===== src/rtl/video_pattern_gen.sv =====
// Test-pattern overlay between the timing generator and the DVI TX encoder.
// Optional build macro PATTERN_SCROLL_EN adds a frame counter that scrolls the ramp and checker patterns.
module video_pattern_gen #(
  parameter int BAR_NUM    = 8,
  parameter int GRID_SHIFT = 5
) (
  input  logic        pxl_clk,
  input  logic        rst_b,
  input  logic        i_de,
  input  logic        i_hs,
  input  logic        i_vs,
  input  logic [2:0]  i_mode,
  input  logic [15:0] i_hres,
  input  logic [23:0] i_solid_rgb,
  output logic        o_de,
  output logic        o_hs,
  output logic        o_vs,
  output logic [7:0]  o_r,
  output logic [7:0]  o_g,
  output logic [7:0]  o_b
);

  localparam logic [2:0] MODE_BARS    = 3'd0;
  localparam logic [2:0] MODE_GRID    = 3'd1;
  localparam logic [2:0] MODE_RAMP    = 3'd2;
  localparam logic [2:0] MODE_CHECKER = 3'd3;
  localparam logic [2:0] MODE_SOLID   = 3'd4;

  localparam logic [23:0] WHITE = 24'hFFFFFF;
  localparam logic [23:0] BLACK = 24'h000000;

  logic        r_de;
  logic        r_hs;
  logic        r_vs;
  logic [23:0] r_rgb;
  logic [15:0] r_x;
  logic [15:0] r_y;
  logic [2:0]  r_mode;
  logic [15:0] r_bar_cnt;
  logic [2:0]  r_bar_idx;

  logic        w_vs_fall;
  logic        w_de_fall;
  logic [15:0] w_bar_w_raw;
  logic [15:0] w_bar_w;
  logic        w_bar_last;
  logic [7:0]  w_ramp;
  logic        w_chk_x;
  logic [23:0] w_rgb;

  function automatic logic [23:0] bar_colour(input logic [2:0] idx);
    logic [23:0] c;
    if (int'(idx) >= BAR_NUM) begin
      c = BLACK;
    end else begin
      case (idx)
        3'd0:    c = 24'hFFFFFF;
        3'd1:    c = 24'hFFFF00;
        3'd2:    c = 24'h00FFFF;
        3'd3:    c = 24'h00FF00;
        3'd4:    c = 24'hFF00FF;
        3'd5:    c = 24'hFF0000;
        3'd6:    c = 24'h0000FF;
        default: c = 24'h000000;
      endcase
    end
    return c;
  endfunction

  // r_de/r_vs double as the previous-cycle values for edge detection
  assign w_vs_fall   = r_vs & ~i_vs;
  assign w_de_fall   = r_de & ~i_de;
  assign w_bar_w_raw = i_hres >> 3;
  assign w_bar_w     = (w_bar_w_raw == 16'd0) ? 16'd1 : w_bar_w_raw;
  assign w_bar_last  = (r_bar_cnt == w_bar_w - 16'd1);

`ifdef PATTERN_SCROLL_EN
  logic [7:0]          r_frame_cnt;
  logic [GRID_SHIFT:0] w_x_chk_sum;

  always_ff @(posedge pxl_clk or negedge rst_b) begin
    if (!rst_b) begin
      r_frame_cnt <= 8'd0;
    end else if (w_vs_fall) begin
      r_frame_cnt <= r_frame_cnt + 8'd1;
    end
  end

  // Only the low GRID_SHIFT+1 bits of the sum decide the checker column
  assign w_x_chk_sum = r_x[GRID_SHIFT:0] + (GRID_SHIFT+1)'(r_frame_cnt);
  assign w_ramp      = r_x[7:0] + r_frame_cnt;
  assign w_chk_x     = w_x_chk_sum[GRID_SHIFT];
`else
  assign w_ramp      = r_x[7:0];
  assign w_chk_x     = r_x[GRID_SHIFT];
`endif

  always_comb begin
    w_rgb = BLACK;
    if (i_de) begin
      case (r_mode)
        MODE_BARS:    w_rgb = bar_colour(r_bar_idx);
        MODE_GRID:    w_rgb = ((r_x[GRID_SHIFT-1:0] == '0) || (r_y[GRID_SHIFT-1:0] == '0))
                              ? WHITE : BLACK;
        MODE_RAMP:    w_rgb = {w_ramp, w_ramp, w_ramp};
        MODE_CHECKER: w_rgb = (w_chk_x ^ r_y[GRID_SHIFT]) ? WHITE : BLACK;
        MODE_SOLID:   w_rgb = i_solid_rgb;
        default:      w_rgb = BLACK;
      endcase
    end
  end

  always_ff @(posedge pxl_clk or negedge rst_b) begin
    if (!rst_b) begin
      r_de      <= 1'b0;
      r_hs      <= 1'b1;
      r_vs      <= 1'b1;
      r_rgb     <= 24'h0;
      r_x       <= 16'd0;
      r_y       <= 16'd0;
      r_mode    <= 3'd0;
      r_bar_cnt <= 16'd0;
      r_bar_idx <= 3'd0;
    end else begin
      r_de  <= i_de;
      r_hs  <= i_hs;
      r_vs  <= i_vs;
      r_rgb <= w_rgb;

      r_x <= i_de ? r_x + 16'd1 : 16'd0;

      // Frame start clear takes priority over a coincident line-end increment
      if (w_vs_fall) begin
        r_y <= 16'd0;
      end else if (w_de_fall) begin
        r_y <= r_y + 16'd1;
      end

      if (w_vs_fall) begin
        r_mode <= i_mode;
      end

      if (!i_de) begin
        r_bar_cnt <= 16'd0;
        r_bar_idx <= 3'd0;
      end else if (w_bar_last) begin
        r_bar_cnt <= 16'd0;
        r_bar_idx <= (r_bar_idx == 3'd7) ? 3'd7 : r_bar_idx + 3'd1;
      end else begin
        r_bar_cnt <= r_bar_cnt + 16'd1;
      end
    end
  end

  assign o_de = r_de;
  assign o_hs = r_hs;
  assign o_vs = r_vs;
  assign o_r  = r_rgb[23:16];
  assign o_g  = r_rgb[15:8];
  assign o_b  = r_rgb[7:0];

endmodule


===== config.mk =====
export PLATFORM = sky130hd
export DESIGN_NAME = video_pattern_gen
export DESIGN_NICKNAME = d
export VERILOG_FILES = /design/src/rtl/video_pattern_gen.sv
export SDC_FILE = /design/constraint.sdc
export NUM_CORES = 1
export LEC_CHECK = 0
export BUFFER_PORTS_ARGS = -buffer_cell sky130_fd_sc_hd__buf_2
export CAP_MARGIN = 20
export CORE_ASPECT_RATIO = 0.7
export CORE_MARGIN = 2
export CORE_UTILIZATION = 60
export CTS_BUF_LIST = sky130_fd_sc_hd__clkbuf_8
export DETAILED_ROUTE_END_ITERATION = 10
export GPL_TIMING_DRIVEN = 1
export PLACE_DENSITY = 0.87
export REMOVE_ABC_BUFFERS = 1
export SLEW_MARGIN = 10
export SYNTH_ARGS = -nofsm -noshare
export SYNTH_HDL_FRONTEND = slang
export SYNTH_SLANG_ARGS = --single-unit

===== constraint.sdc =====
create_clock -name pxl_clk -period 3.4 [get_ports pxl_clk]
set_input_delay 0.68 -clock pxl_clk [delete_from_list [all_inputs] [get_ports pxl_clk]]
set_output_delay 0.68 -clock pxl_clk [all_outputs]
set_load 0.005 [all_outputs]

==> results.txt <==
----------------------------------------------------
[Outcome]
  Outcome ... finished, final reports clean

[Clock network]
  Clock tree from TritonCTS ... yes
  CTS H-tree depth ... 3
  Max Buffers Root-to-Sink ... 2
  Hold buffers post-CTS ... 0
  Resized cells post-CTS ... 0
  Clock Pin Slew Worst Setup and Hold Paths ... 0.07 ns
  Buffer type at the clock tree root ... clkbuf_8
  Worst-skew pair later-pin latency ... 0.34 ns
  CTS Sinks ... 63
  Number of buffers added for setup after CTS ... 0
  Number of buffers inserted during clock tree synthesis ... 9

[Worst setup path]
  Worst Setup End Kind ... flop
  Top cell family by delay on the critical path ... simple AND/OR/NAND/NOR gates
  Arrival time worst endpoint ... 3.22 ns
  Critical path cell sequence ... buf_2 -> nor4_4 -> a31oi_2 -> ha_1 -> xnor3_2 -> nand3_1 -> nor4_1 -> o311ai_1 -> o31ai_4 -> buf_4 -> nor2_1
  Number of buffer and inverter instances along the worst setup path ... 2
  Critical Path RT ... 3.62 ns
  Highest-delay cell along the critical path ... nor4_4
  Type of the setup path with the least slack ... in2reg
  Max stage delay on crit path ... approximately 0.46 ns
  Startpoint types ... input port
  Critical-path maximum fanout ... 8

[Power and ir drop]
  Peak supply drop ... roughly 280 µV
  Leakage ... ~1.9 nW
  PwrDens ... around 420 nW/µm²
  Post-layout total power ... about 1.7 mW

[Timing]
  Least-Margin Pin Slew ... 1.01 ns
  Max Transition Viols Final ... 0
  Count of final setup violators ... 0
  Summed negative setup slack over all endpoints ... 0 ns
  Highest achievable clock rate ... 0.334 GHz
  Clock period minus worst slack ... 3.00 ns
  Skew final ... around 0.0097 ns
  Unrepaired setup endpoints after global routing ... false
  Worst hold slack after final layout ... around 0.28 ns
  Share of the clock period used by the worst path after layout ... between 80% and 90%
  Worst slew slack as a fraction of its limit ... roughly a third
  Number of endpoints with negative hold slack in the final report ... 0

[Floorplan]
  I/O pin count ... 75
  Full die area ... 6180 µm²
  Die width ... 93.1 µm
  Starting Density ... roughly 63%
  Die H ... 66.4 µm
  Core ar. ... approximately 5300 µm²
  Standard-cell rows ... 22

[Min path]
  Class of the worst hold path ... in2async

[Logic synthesis]
  Top area cells in the synthesized netlist ... dfrtp_1, xor2_1, a31oi_1
  Unique masters post-synth ... 55
  Top-area cell type share of the netlist area ... about 46%
  Avg Synthesized Cell Area ... about 10 µm²
  YS warnings ... 0
  Number of flops mapped to enable cells by yosys ... 0
  Most common flop cell mapped by yosys ... dfrtp_1
  Cell area after synthesis ... around 3300 µm²
  Flip-flop and latch count after synthesis ... between 60 and 70
  Gate count after technology mapping ... approximately 330
  Sequential-to-total area share from yosys stat ... between 40% and 50%
  Leading area contributor after synthesis ... dfrtp_1
  Proportion of register bits with asynchronous set or reset after synthesis ... 100%

[Route]
  Number of routed nets with antenna violations ... 0
  Detailed-route DRC error count ... 0
  Via count of the routed design ... approximately 2.8k
  Via count normalized by instance count ... 5.88
  Routed Wire Length ... roughly 7.4 mm
  Number of iterations in the first detailed-routing pass ... 7
  Iteration-0 DRC count of the detailed router ... between 200 and 300
  Wire length per cell ... 15.3 µm

[Finish]
  Layout area overhead ... 18.6%
  Filler instances ... roughly 350
  Most frequent cells in the layout ... buf_2, dfrtp_1, nand2_1
  N_diodes ... 0
  Most frequent standard cell in the layout excluding fill and tap cells ... buf_2
  Ratio of cells with drive above 1 in the final layout ... around 28%
  FF/Latch Area ... ~1600 µm²
  Multi-input gate area ... roughly 1700 µm²
  Final nets ... 464

[Placed design]
  Detailed placement HPWL ... between 5 and 6 mm
  Port Buffers ... 71
  RD Place Congestion ... around 0.85

[Global route]
  Number of antenna violations at the first check in global routing ... 0
  Largest net degree at the start of global routing ... 43
  Number of global-route vias before repair ... approximately 2.6k
  Total track usage ... between 20% and 30%
  First-pass GRT wire length ... roughly 12 mm
  Congestion Overflow GR ... 0

[Flow run]
  Max-cap viol count ... 0

----------------------------------------------------
## cell usage after synthesis, types with 2 or more instances
cell type and n:
or2_2 2, ha_1 10, nand2b_1 3, inv_1 9
a41oi_1 2, nand2_1 37, nor4b_1 2, mux2_2 3
a211oi_1 2, clkbuf_1 9, nor2_1 32, nand4_1 7
xor2_1 25, nor4_1 3, xnor2_1 13, dfstp_2 2
mux2i_1 3, nor3b_1 3, and3_1 4, and2_1 8
nor2b_1 3, dfrtp_1 61, nand3_1 13, a31oi_1 26
nor3_1 4, a21oi_1 13, nor4_4 2
## cells by family after synthesis
| logic type | count (synthesis) | synth area share, % |
|---|---|---|
| flops | 63 | 47.4 |
| xor+xnor | 39 | 10.7 |
| mux | 6 | 1.92 |
| fa+ha+maj | 10 | 3.76 |
| compound gates | 55 | 11.5 |
| buf+inv | 20 | 2.52 |
| simple gates | 136 | 22.3 |
## registers in the layout, indices dropped and copies added, names as in the netlist
signal     count
r_rgb         24
r_bar_cnt     16
r_x            8
r_y            6
r_bar_idx      3
r_mode         3
o_de           1
o_hs           1
o_vs           1
## layer usage
| layer | GRT usage [%] | vias up | part of all wire [%] |
|---|---|---|---|
| li1 | - | 1320 | - |
| met1 | 38.1 | 1383 | 46 |
| met2 | 40.3 | 125 | 46 |
| met3 | 6.50 | 10 | 6.8 |
| met4 | 8.64 | 0 | 1.2 |
| met5 | 0 | - | 0 |
## worst register-to-register path, stage by stage (launching register included)
cell and delay, ns:
dfrtp_1 0.42, inv_1 0.07, ha_1 0.14, nor4b_1 0.29
nor2_1 0.10, nor4b_2 0.68, a21oi_1 0.19, a31oi_1 0.27
## metrics by stage
stage / cell area [µm²] / instances / worst slack (ns) / util, %
final: 3950 / 483 / 0.403 / 74.8
after global routing: 3950 / 483 / 0.206 / 74.8
after CTS: 3950 / 483 / 0.431 / 74.8
after detailed placement: 3780 / 467 / 0.0762 / 71.5
after global placement: 3780 / 467 / 0.145 / 71.5
after floorplan: 3280 / 318 / 0.385 / -
## layout make-up
| cell class | instances | share of cell area (%) |
|---|---|---|
| Sequential cell | 63 | 40.0 |
| Clock buffer | 9 | 3.13 |
| Tap cell | 72 | 2.28 |
| Timing Repair Buffer | 77 | 10.1 |
| Inverter | 9 | 0.855 |
| Clock inverter | 7 | 1.27 |
| Multi-Input combinational cell | 246 | 42.4 |
## report_power, final
part / internal, mW / switching, mW / total [mW]
Clock: 0.263 / 0.293 / 0.556
Sequential: 0.802 / 0.0348 / 0.837
Combinational: 0.118 / 0.165 / 0.283
## path summary, 6_finish.rpt
| path | startpoint | endpoint | slack [ns] | cells after the start |
|---|---|---|---|---|
| setup / recovery | i_hres[7] | r_bar_cnt[14]$_DFF_PN0_ | 0.40 | 11 |
| hold / removal | rst_b | r_bar_cnt[9]$_DFF_PN0_ | 0.28 | 1 |
| setup reg to reg | r_y[0]$_DFFE_PN0P_ | r_rgb[15]$_DFF_PN0_ | 1.14 | 7 |
| hold reg to reg | r_x[0]$_DFF_PN0_ | r_x[0]$_DFF_PN0_ | 0.52 | 1 |
| max in group asynchronous | rst_b | o_vs$_DFF_PN1_ | 2.22 | 2 |
| min in group pxl_clk | i_hs | o_hs$_DFF_PN1_ | 0.44 | 1 |
No activity file was read; power rests on OpenSTA's default activity.
